### src/rtl/cps_sound_rom_arb.sv
// Sound-ROM read-port arbiter: shares one external ROM port between the Z80
// (with a one-entry read cache) and the MSM6295 sample fetcher. PCM has priority.
module cps_sound_rom_arb #(
    parameter int unsigned        ROM_AW   = 22,
    parameter logic [ROM_AW-1:0]  Z80_BASE = 22'h000000,
    parameter logic [ROM_AW-1:0]  PCM_BASE = 22'h040000
) (
    input  logic              i_clock,
    input  logic              i_reset_n,
    // Z80 side
    input  logic [15:0]       i_z80_addr,
    input  logic              i_z80_rd,
    output logic [7:0]        o_z80_dout,
    output logic              o_z80_wait_n,
    // PCM side
    input  logic [17:0]       i_pcm_addr,
    input  logic              i_pcm_req,
    output logic [7:0]        o_pcm_dout,
    output logic              o_pcm_valid,
    output logic              o_pcm_overrun,
    // ROM port
    output logic [ROM_AW-1:0] o_rom_addr,
    output logic              o_rom_rd,
    input  logic [7:0]        i_rom_din,
    input  logic              i_rom_ack
);

    typedef enum logic [1:0] {StIdle, StRdPcm, StRdZ80} state_e;

    state_e              r_state;
    state_e              w_state_next;
    logic [15:0]         r_c_addr;
    logic [7:0]          r_c_data;
    logic                r_c_valid;
    logic [17:0]         r_p_addr;
    logic                r_p_pend;
    logic [7:0]          r_pcm_dout;
    logic                r_pcm_valid;
    logic                r_pcm_overrun;
    logic [ROM_AW-1:0]   r_rom_addr;
    logic                r_rom_rd;

    logic                w_hit;
    logic                w_issue_pcm;
    logic                w_issue_z80;
    logic                w_fill_pcm;
    logic                w_fill_z80;
    logic [ROM_AW-1:0]   w_pcm_rom_addr;
    logic [ROM_AW-1:0]   w_z80_rom_addr;

    // Operands are zero-extended to ROM_AW; the sum wraps silently.
    assign w_pcm_rom_addr = PCM_BASE + ROM_AW'(r_p_addr);
    assign w_z80_rom_addr = Z80_BASE + ROM_AW'(i_z80_addr);

    assign w_hit         = r_c_valid && (r_c_addr == i_z80_addr);
    assign o_z80_dout    = r_c_data;
    assign o_z80_wait_n  = !(i_z80_rd && !w_hit);
    assign o_pcm_dout    = r_pcm_dout;
    assign o_pcm_valid   = r_pcm_valid;
    assign o_pcm_overrun = r_pcm_overrun;
    assign o_rom_addr    = r_rom_addr;
    assign o_rom_rd      = r_rom_rd;

    // FSM state register
    always_ff @(posedge i_clock) begin
        if (!i_reset_n) begin
            r_state <= StIdle;
        end else begin
            r_state <= w_state_next;
        end
    end

    // Next-state decode and one-cycle issue/fill strobes
    always_comb begin
        w_state_next = r_state;
        w_issue_pcm  = 1'b0;
        w_issue_z80  = 1'b0;
        w_fill_pcm   = 1'b0;
        w_fill_z80   = 1'b0;
        unique case (r_state)
            StIdle: begin
                if (r_p_pend) begin
                    w_state_next = StRdPcm;
                    w_issue_pcm  = 1'b1;
                end else if (i_z80_rd && !w_hit) begin
                    w_state_next = StRdZ80;
                    w_issue_z80  = 1'b1;
                end
            end
            StRdPcm: begin
                if (i_rom_ack) begin
                    w_state_next = StIdle;
                    w_fill_pcm   = 1'b1;
                end
            end
            StRdZ80: begin
                if (i_rom_ack) begin
                    w_state_next = StIdle;
                    w_fill_z80   = 1'b1;
                end
            end
            default: w_state_next = StIdle;
        endcase
    end

    // ROM port: address and strobe registered at issue, strobe dropped on ack
    always_ff @(posedge i_clock) begin
        if (!i_reset_n) begin
            r_rom_addr <= '0;
            r_rom_rd   <= 1'b0;
        end else if (w_issue_pcm) begin
            r_rom_addr <= w_pcm_rom_addr;
            r_rom_rd   <= 1'b1;
        end else if (w_issue_z80) begin
            r_rom_addr <= w_z80_rom_addr;
            r_rom_rd   <= 1'b1;
        end else if (w_fill_pcm || w_fill_z80) begin
            r_rom_rd   <= 1'b0;
        end
    end

    // Z80 cache: tag captured and invalidated at issue, filled on ack
    always_ff @(posedge i_clock) begin
        if (!i_reset_n) begin
            r_c_addr  <= '0;
            r_c_data  <= '0;
            r_c_valid <= 1'b0;
        end else if (w_issue_z80) begin
            r_c_addr  <= i_z80_addr;
            r_c_valid <= 1'b0;
        end else if (w_fill_z80) begin
            r_c_data  <= i_rom_din;
            r_c_valid <= 1'b1;
        end
    end

    // PCM request slot, result register and sticky overrun flag
    always_ff @(posedge i_clock) begin
        if (!i_reset_n) begin
            r_p_addr      <= '0;
            r_p_pend      <= 1'b0;
            r_pcm_dout    <= '0;
            r_pcm_valid   <= 1'b0;
            r_pcm_overrun <= 1'b0;
        end else begin
            r_pcm_valid <= w_fill_pcm;
            if (w_fill_pcm) begin
                r_pcm_dout <= i_rom_din;
            end
            if (w_issue_pcm) begin
                r_p_pend <= 1'b0;
            end
            // A new request wins over the clear of an entry issued this cycle.
            if (i_pcm_req) begin
                r_p_addr <= i_pcm_addr;
                r_p_pend <= 1'b1;
                if (r_p_pend && !w_issue_pcm) begin
                    r_pcm_overrun <= 1'b1;
                end
            end
        end
    end

endmodule

### config.mk
export PLATFORM = sky130hd
export DESIGN_NAME = cps_sound_rom_arb
export DESIGN_NICKNAME = d
export VERILOG_FILES = /design/src/rtl/cps_sound_rom_arb.sv
export SDC_FILE = /design/constraint.sdc
export NUM_CORES = 1
export LEC_CHECK = 0
export ABC_AREA = 1
export CORE_MARGIN = 5
export CORE_UTILIZATION = 48
export CTS_BUF_LIST = sky130_fd_sc_hd__clkbuf_16
export CTS_CLUSTER_DIAMETER = 150
export CTS_CLUSTER_SIZE = 25
export DETAILED_ROUTE_END_ITERATION = 6
export PLACE_DENSITY = 0.89
export SYNTH_ARGS = -nofsm -noshare
export SYNTH_HDL_FRONTEND = slang
export SYNTH_SLANG_ARGS = --single-unit
### constraint.sdc
create_clock -name i_clock -period 1.8 [get_ports i_clock]
set_input_delay 0.36 -clock i_clock [delete_from_list [all_inputs] [get_ports i_clock]]
set_output_delay 0.36 -clock i_clock [all_outputs]
set_load 0.005 [all_outputs]
==> results.json, run 1 <==
{
  "nets": 598,
  "setup_tns_ns": -0.127,
  "rrSetupSlack_ns": -0.05,
  "grt_pass1_wl_mm": 14.6,
  "ant_nets": 0,
  "slowest_delay_ns": 0.33,
  "io_pins": 89,
  "clkLatencyLatePin_ns": 0.33,
  "yosysWarnings": 0,
  "multi_input_area_um2": 1580,
  "yosysSeqAreaShare_pct": 46.8,
  "min-delay-start": "i_z80_addr[2]",
  "cts-root-buf": "clkbuf_16",
  "cp.arrival_ns": 1.52,
  "p_per_area_nw_per_um2": 944,
  "synth_area_um2": 3250,
  "r2r_start": "r_c_addr[12]",
  "busiest_layer": "met2",
  "layout-drive-gt1-share_pct": 14.9,
  "place_inst": 608,
  "clk_pin_slew_ns": 0.06,
  "synthTopCellsByCount": "82 x nor2_1, 79 x nand2_1, 76 x dfxtp_1",
  "place_ws_ns": -0.611,
  "peakVddDrop_v": 0.000654,
  "drv_slew": 0,
  "drt_iter0_drc": 338,
  "met1_usage_pct": 26.6,
  "period_needed_ns": 1.88,
  "p_int_mw": 3.28,
  "synth-seq-cells": 76,
  "gr-usage-met3_pct": 4.02,
  "vias": 3462,
  "routed_wl_mm": 9.73,
  "final_cells": 632,
  "fp.dieH_um": 92.3,
  "rsz0062_at_grt": "yes",
  "p_sw_mw": 1.22,
  "h-tree-depth": 3,
  "port_buffers": 85,
  "antenna_found_initial": 0,
  "synth_top_cell_by_area": "dfxtp_1",
  "area_growth_pct": 46.6,
  "seq_area_um2": 1520,
  "yosysUniqueCellTypes": 27,
  "critPathCapture": "o_z80_wait_n",
  "outcome": "complete, but fails checks",
  "post-synth-top-count-cell": "nor2_1",
  "cap_violations": 0,
  "p_total_mw": 4.50,
  "antenna_cells": 0,
  "wire_per_inst_um": 15.4,
  "worst-slew-pin-transition_ns": 0.604,
  "rows": 30,
  "finClkSkew_ns": 0.00765,
  "hp-class": "input pin to flip-flop",
  "crit_chain": "xor2_1, nor2_1, nand2_1, nor2_1, nand2_1, nand2_2, buf_2",
  "synthFlopType": "dfxtp_1",
  "rr_worst_depth": 11,
  "min_period_over_period_pct": 104,
  "fin_area_um2": 4760,
  "synth_edf_count": 0,
  "grt.overflow.total": 0,
  "whs_ns": 0.455,
  "critPathLaunch": "r_c_addr[12]",
  "finalSetupViolations": 3,
  "post_dp_cell_area_um2": 4260,
  "met2_usage_pct": 35.9,
  "numCtsBuffers": 9,
  "hold_buffers": 0,
  "p_leak_nw": 1.99,
  "routabilityCongestion": 0.851,
  "synth_area_leaders": "dfxtp_1 47%, nor2_1 9.5%, o21ai_0 9.4%, nand2_1 9.1%, nand3_1 4.2%",
  "endpoint_kind": "primary output",
  "required_ns": 1.44,
  "critPathLaunchType": "flip-flop",
  "drc": 0,
  "async_flop_share_pct": 0,
  "crit_fanout": 2,
  "die_w_um": 92.3,
  "grt_pass1_vias": 3143,
  "comb_power_share_pct": 19.6,
  "violations": "negative setup slack",
  "core_um2": 6680,
  "slew_headroom_pct": 59.7,
  "cts_tree": "built",
  "worst_slack_ns": -0.0765,
  "max_freq_ghz": 0.533,
  "start_util_pct": 48.6,
  "grt_usage_pct": 21.3,
  "synth_top_area_share_pct": 46.8,
  "r2r_end": "o_rom_addr[10]",
  "clockPowerShare_pct": 38.6,
  "fillerInstances": 489,
  "path_class": "flip-flop to primary output",
  "p_seq_share_pct": 41.8,
  "postSynthAreaPerCell_um2": 7.24,
  "viasPerCell": 5.48,
  "utilization_pct": 71.3,
  "drt_pass1_iterations": 5,
  "cpMaxStageDelayCell": "dfxtp_1",
  "cts_max_path_buffers": 2,
  "hold_viol": 0,
  "postSynthCellCount": 449,
  "die_area_um2": 8510,
  "p_sw_share_pct": 27.0,
  "grt_max_degree": 60,
  "hpwl_mm": 6.39,
  "clkSinkCount": 76
}
layout by cell type, fill, tap and decap left out, types with 2 or more instances in the layout:
cell,instances
o21ai_2,8
nand3_2,2
o21ai_0,48
a21oi_1,14
inv_1,33
nand2_2,4
nand2_1,74
o21ai_1,12
buf_4,17
buf_12,5
dfxtp_1,74
xor2_1,2
inv_2,8
dlygate4sd2_1,16
ha_1,3
o31ai_1,3
clkbuf_16,11
nand4_1,11
buf_2,2
clkdlybuf4s50_1,67
nor2_1,82
conb_1,3
buf_6,2
nand3_1,26
dfxtp_2,2
nand2_8,4
a21oi_2,8
nand2_4,2
area by class of cell:
type | instances | area share (%)
timing repair buffer | 111 | 23.5
sequential | 76 | 32.0
clock buffer | 9 | 4.73
multi-input combinational | 310 | 33.1
inverter | 40 | 3.31
tap | 80 | 2.10
clock inverter | 6 | 1.23
kinds of logic after synthesis:
kind of cell | count (synthesis) | share of synthesized area, %
flops | 76 | 46.8
compound gates | 95 | 15.1
buf+inv | 68 | 9.51
simple gates | 203 | 26.5
xor+xnor | 3 | 0.809
other cells | 1 | 0.115
fa+ha+maj | 3 | 1.16
flip-flops by register name, summed over array words and instances, names as in the netlist:
signal	cells
o_pcm_dout	8
o_pcm_overrun	1
o_pcm_valid	1
o_rom_addr	19
o_rom_rd	1
o_z80_dout	8
r_c_addr	16
r_c_valid	1
r_p_addr	18
r_p_pend	1
r_state	2
critical path: cells and delay by family, from the launching register on:
kind,cells,cell delay [ns]
xor gates and xnor gates,1,0.16
DFF,1,0.33
and+or+nand+nor,5,0.58
buffers and inverters,1,0.12
repair_timing:
action                                  in CTS  in global routing
setup buffers                                1                  3
gates cloned                                 0                  5
endpoints found under the setup margin      12                 41
pin swaps                                    6                 16
gates resized for setup                     25                 44
power by group through the flow:
stage	clock network [mW]	registers (mW)	logic [mW]
4_1_cts	1.74	1.88	0.753
3_5_place_dp	0	1.91	0.757
2_1_floorplan	0	1.90	0.392
6_report	1.74	1.88	0.882
5_1_grt	1.83	1.89	0.957
3_3_place_gp	0	1.90	0.738
worst min-delay path by stage:
stage	end	slack (ns)	depth (start not counted)
floorplan	r_c_valid	0.43	2
global placement	o_rom_addr[16]	0.45	2
detailed placement	r_c_valid	0.46	2
CTS	r_c_addr[2]	0.45	3
global route	r_c_addr[10]	0.49	3
finish	r_c_addr[2]	0.46	3
routing by layer:
metal | wire (um) | up-vias
li1 | - | 1651
met4 | 311 | 0
met5 | 0 | -
met2 | 4800 | 181
met3 | 714 | 32
met1 | 3910 | 1598
Note: power is estimated with default switching activity, not from simulation.
==> run 2: changes to the inputs <==
--- a/config.mk
+++ b/config.mk
@@ -7,12 +7,12 @@
 export LEC_CHECK = 0
 export ABC_AREA = 1
 export CORE_MARGIN = 5
-export CORE_UTILIZATION = 48
+export CORE_UTILIZATION = 30
 export CTS_BUF_LIST = sky130_fd_sc_hd__clkbuf_16
 export CTS_CLUSTER_DIAMETER = 150
 export CTS_CLUSTER_SIZE = 25
 export DETAILED_ROUTE_END_ITERATION = 6
-export PLACE_DENSITY = 0.89
+export PLACE_DENSITY = 0.63
 export SYNTH_ARGS = -nofsm -noshare
 export SYNTH_HDL_FRONTEND = slang
 export SYNTH_SLANG_ARGS = --single-unit
==> run 2 against run 1 <==
The flow still finishes with violations (negative setup slack). Global-route usage decreased by 6.9 points. Die area increased by 53%. Utilization decreased by 26 points. Non-clock buffer count decreased by 4. Maximum frequency increased by 3.2%. Critical endpoint unchanged. Largest power group unchanged.
==> results.json, run 2 (synthesis gave the netlist of run 1 again) <==
{
  "clkLatencyLatePin_ns": 0.33,
  "h-tree-depth": 3,
  "antenna_found_initial": 1,
  "cap_violations": 0,
  "grt_max_degree": 34,
  "layout-drive-gt1-share_pct": 16.5,
  "cp.arrival_ns": 1.46,
  "finalSetupViolations": 1,
  "seq_area_um2": 1520,
  "worst_slack_ns": -0.0191,
  "ant_nets": 0,
  "die_area_um2": 13000,
  "r2r_end": "o_rom_addr[6]",
  "core_um2": 10700,
  "area_growth_pct": 48.3,
  "utilization_pct": 44.9,
  "critPathLaunchType": "flip-flop",
  "worst-slew-pin-transition_ns": 0.965,
  "violations": "negative setup slack",
  "period_needed_ns": 1.82,
  "numCtsBuffers": 9,
  "p_leak_nw": 1.97,
  "clk_pin_slew_ns": 0.06,
  "drt_iter0_drc": 152,
  "p_total_mw": 4.54,
  "cts_tree": "built",
  "grt_usage_pct": 14.4,
  "path_class": "flip-flop to primary output",
  "hp-class": "input pin to flip-flop",
  "post_dp_cell_area_um2": 4290,
  "crit_chain": "inv_1, nand2_1, nand2_1, nor2_1, nand3_1, nor2_2, nand2_2, nand2_2, buf_2",
  "hpwl_mm": 6.70,
  "crit_fanout": 2,
  "die_w_um": 114,
  "finClkSkew_ns": 0.0114,
  "routabilityCongestion": 0.798,
  "drc": 0,
  "port_buffers": 85,
  "nets": 596,
  "cpMaxStageDelayCell": "dfxtp_1",
  "vias": 3233,
  "wire_per_inst_um": 13.9,
  "cts-root-buf": "clkbuf_16",
  "max_freq_ghz": 0.550,
  "fillerInstances": 1144,
  "clkSinkCount": 76,
  "fin_area_um2": 4820,
  "cts_max_path_buffers": 2,
  "multi_input_area_um2": 1610,
  "start_util_pct": 30.2,
  "endpoint_kind": "primary output",
  "rows": 38,
  "viasPerCell": 4.68,
  "min_period_over_period_pct": 101,
  "slowest_delay_ns": 0.34,
  "crit_family": "simple AND/OR/NAND/NOR gates",
  "peakVddDrop_v": 0.000384,
  "rsz0062_at_grt": "yes",
  "drv_slew": 0,
  "mostFrequentLayoutCells": "79 x nor2_1, 75 x dfxtp_1, 68 x nand2_1",
  "routed_wl_mm": 9.58,
  "slew_headroom_pct": 35.6,
  "drt_pass1_iterations": 4,
  "largest_register_ffs": 19,
  "grt_pass1_vias": 3123,
  "hold_viol": 0,
  "critPathLaunch": "r_c_addr[4]",
  "grt.overflow.total": 0,
  "antenna_cells": 0,
  "path_depth": 9,
  "fp.dieH_um": 114,
  "final_cells": 691,
  "place_inst": 667,
  "outcome": "complete, but fails checks",
  "p_per_area_nw_per_um2": 942,
  "setup_tns_ns": -0.0191,
  "rr_worst_depth": 13,
  "r2r_start": "r_c_addr[4]",
  "io_pins": 89,
  "final_common_cell": "nor2_1",
  "rrSetupSlack_ns": 0.02,
  "grt_pass1_wl_mm": 14.9,
  "crit_buf_inv": 2,
  "critPathCapture": "o_z80_wait_n",
  "required_ns": 1.44
}
[run 2: metal layers]
layer | track usage (%) | up-vias | part of all wire [%]
li1 | - | 1651 | -
met1 | 17.6 | 1471 | 44
met2 | 24.0 | 93 | 48
met3 | 3.86 | 16 | 5.7
met4 | 5.70 | 2 | 2.1
met5 | 0 | - | 0.073
[run 2: area by class of cell]
class / instances / share of cell area, %
Clock inverter: 7 / 1.56
Timing Repair inverter: 1 / 0.156
Timing Repair Buffer: 107 / 21.6
Clock buffer: 9 / 4.67
Sequential cell: 76 / 31.6
Tap cell: 140 / 3.63
Inverter: 40 / 3.35
Multi-Input combinational cell: 311 / 33.5
[run 2: worst min-delay path by stage]
stage                     slack, ns  cells past startpoint           from            end
after floorplan                0.43                      2      r_c_valid      r_c_valid
after global placement         0.45                      1  o_pcm_overrun  o_pcm_overrun
after detailed placement       0.46                      2      r_c_valid      r_c_valid
after CTS                      0.32                      3      i_reset_n    r_p_addr[1]
after global routing           0.35                      3      i_reset_n    r_p_addr[1]
final                          0.33                      3      i_reset_n    r_p_addr[1]
[run 2: where the power goes]
group | switching [mW] | internal (mW) | leakage, nW | total (mW)
clock | 0.722 | 1.08 | 0.144 | 1.80
sequential | 0.0659 | 1.81 | 0.624 | 1.87
combinational | 0.462 | 0.405 | 1.20 | 0.867
[run 2: per-stage QoR]
step | hold slack, ns | setup WS (ns)
after CTS | 0.323 | -0.0389
final | 0.334 | -0.0191
after global routing | 0.355 | -0.110
after global placement | 0.451 | -0.701
after floorplan | 0.432 | 0.262
after detailed placement | 0.455 | -0.717
[run 2: what timing repair did]
action	CTS	global route
hold buffers	0	0
cloned	1	5
gates resized for setup	27	60
setup endpoints to repair	44	46
buffers inserted	2	1
pin swaps	6	15
[run 2: worst reg2reg max path, stage by stage, from the launching register on]
cell and delay, ns:
dfxtp_1 0.34, inv_1 0.06, nand2_1 0.06, nand2_1 0.05, nor2_1 0.11, nand3_1 0.11, nor2_2 0.13, nand2_2 0.08
buf_4 0.14, nand3_2 0.09, buf_12 0.19, nand2_8 0.09, nand2_4 0.09, a21oi_1 0.07
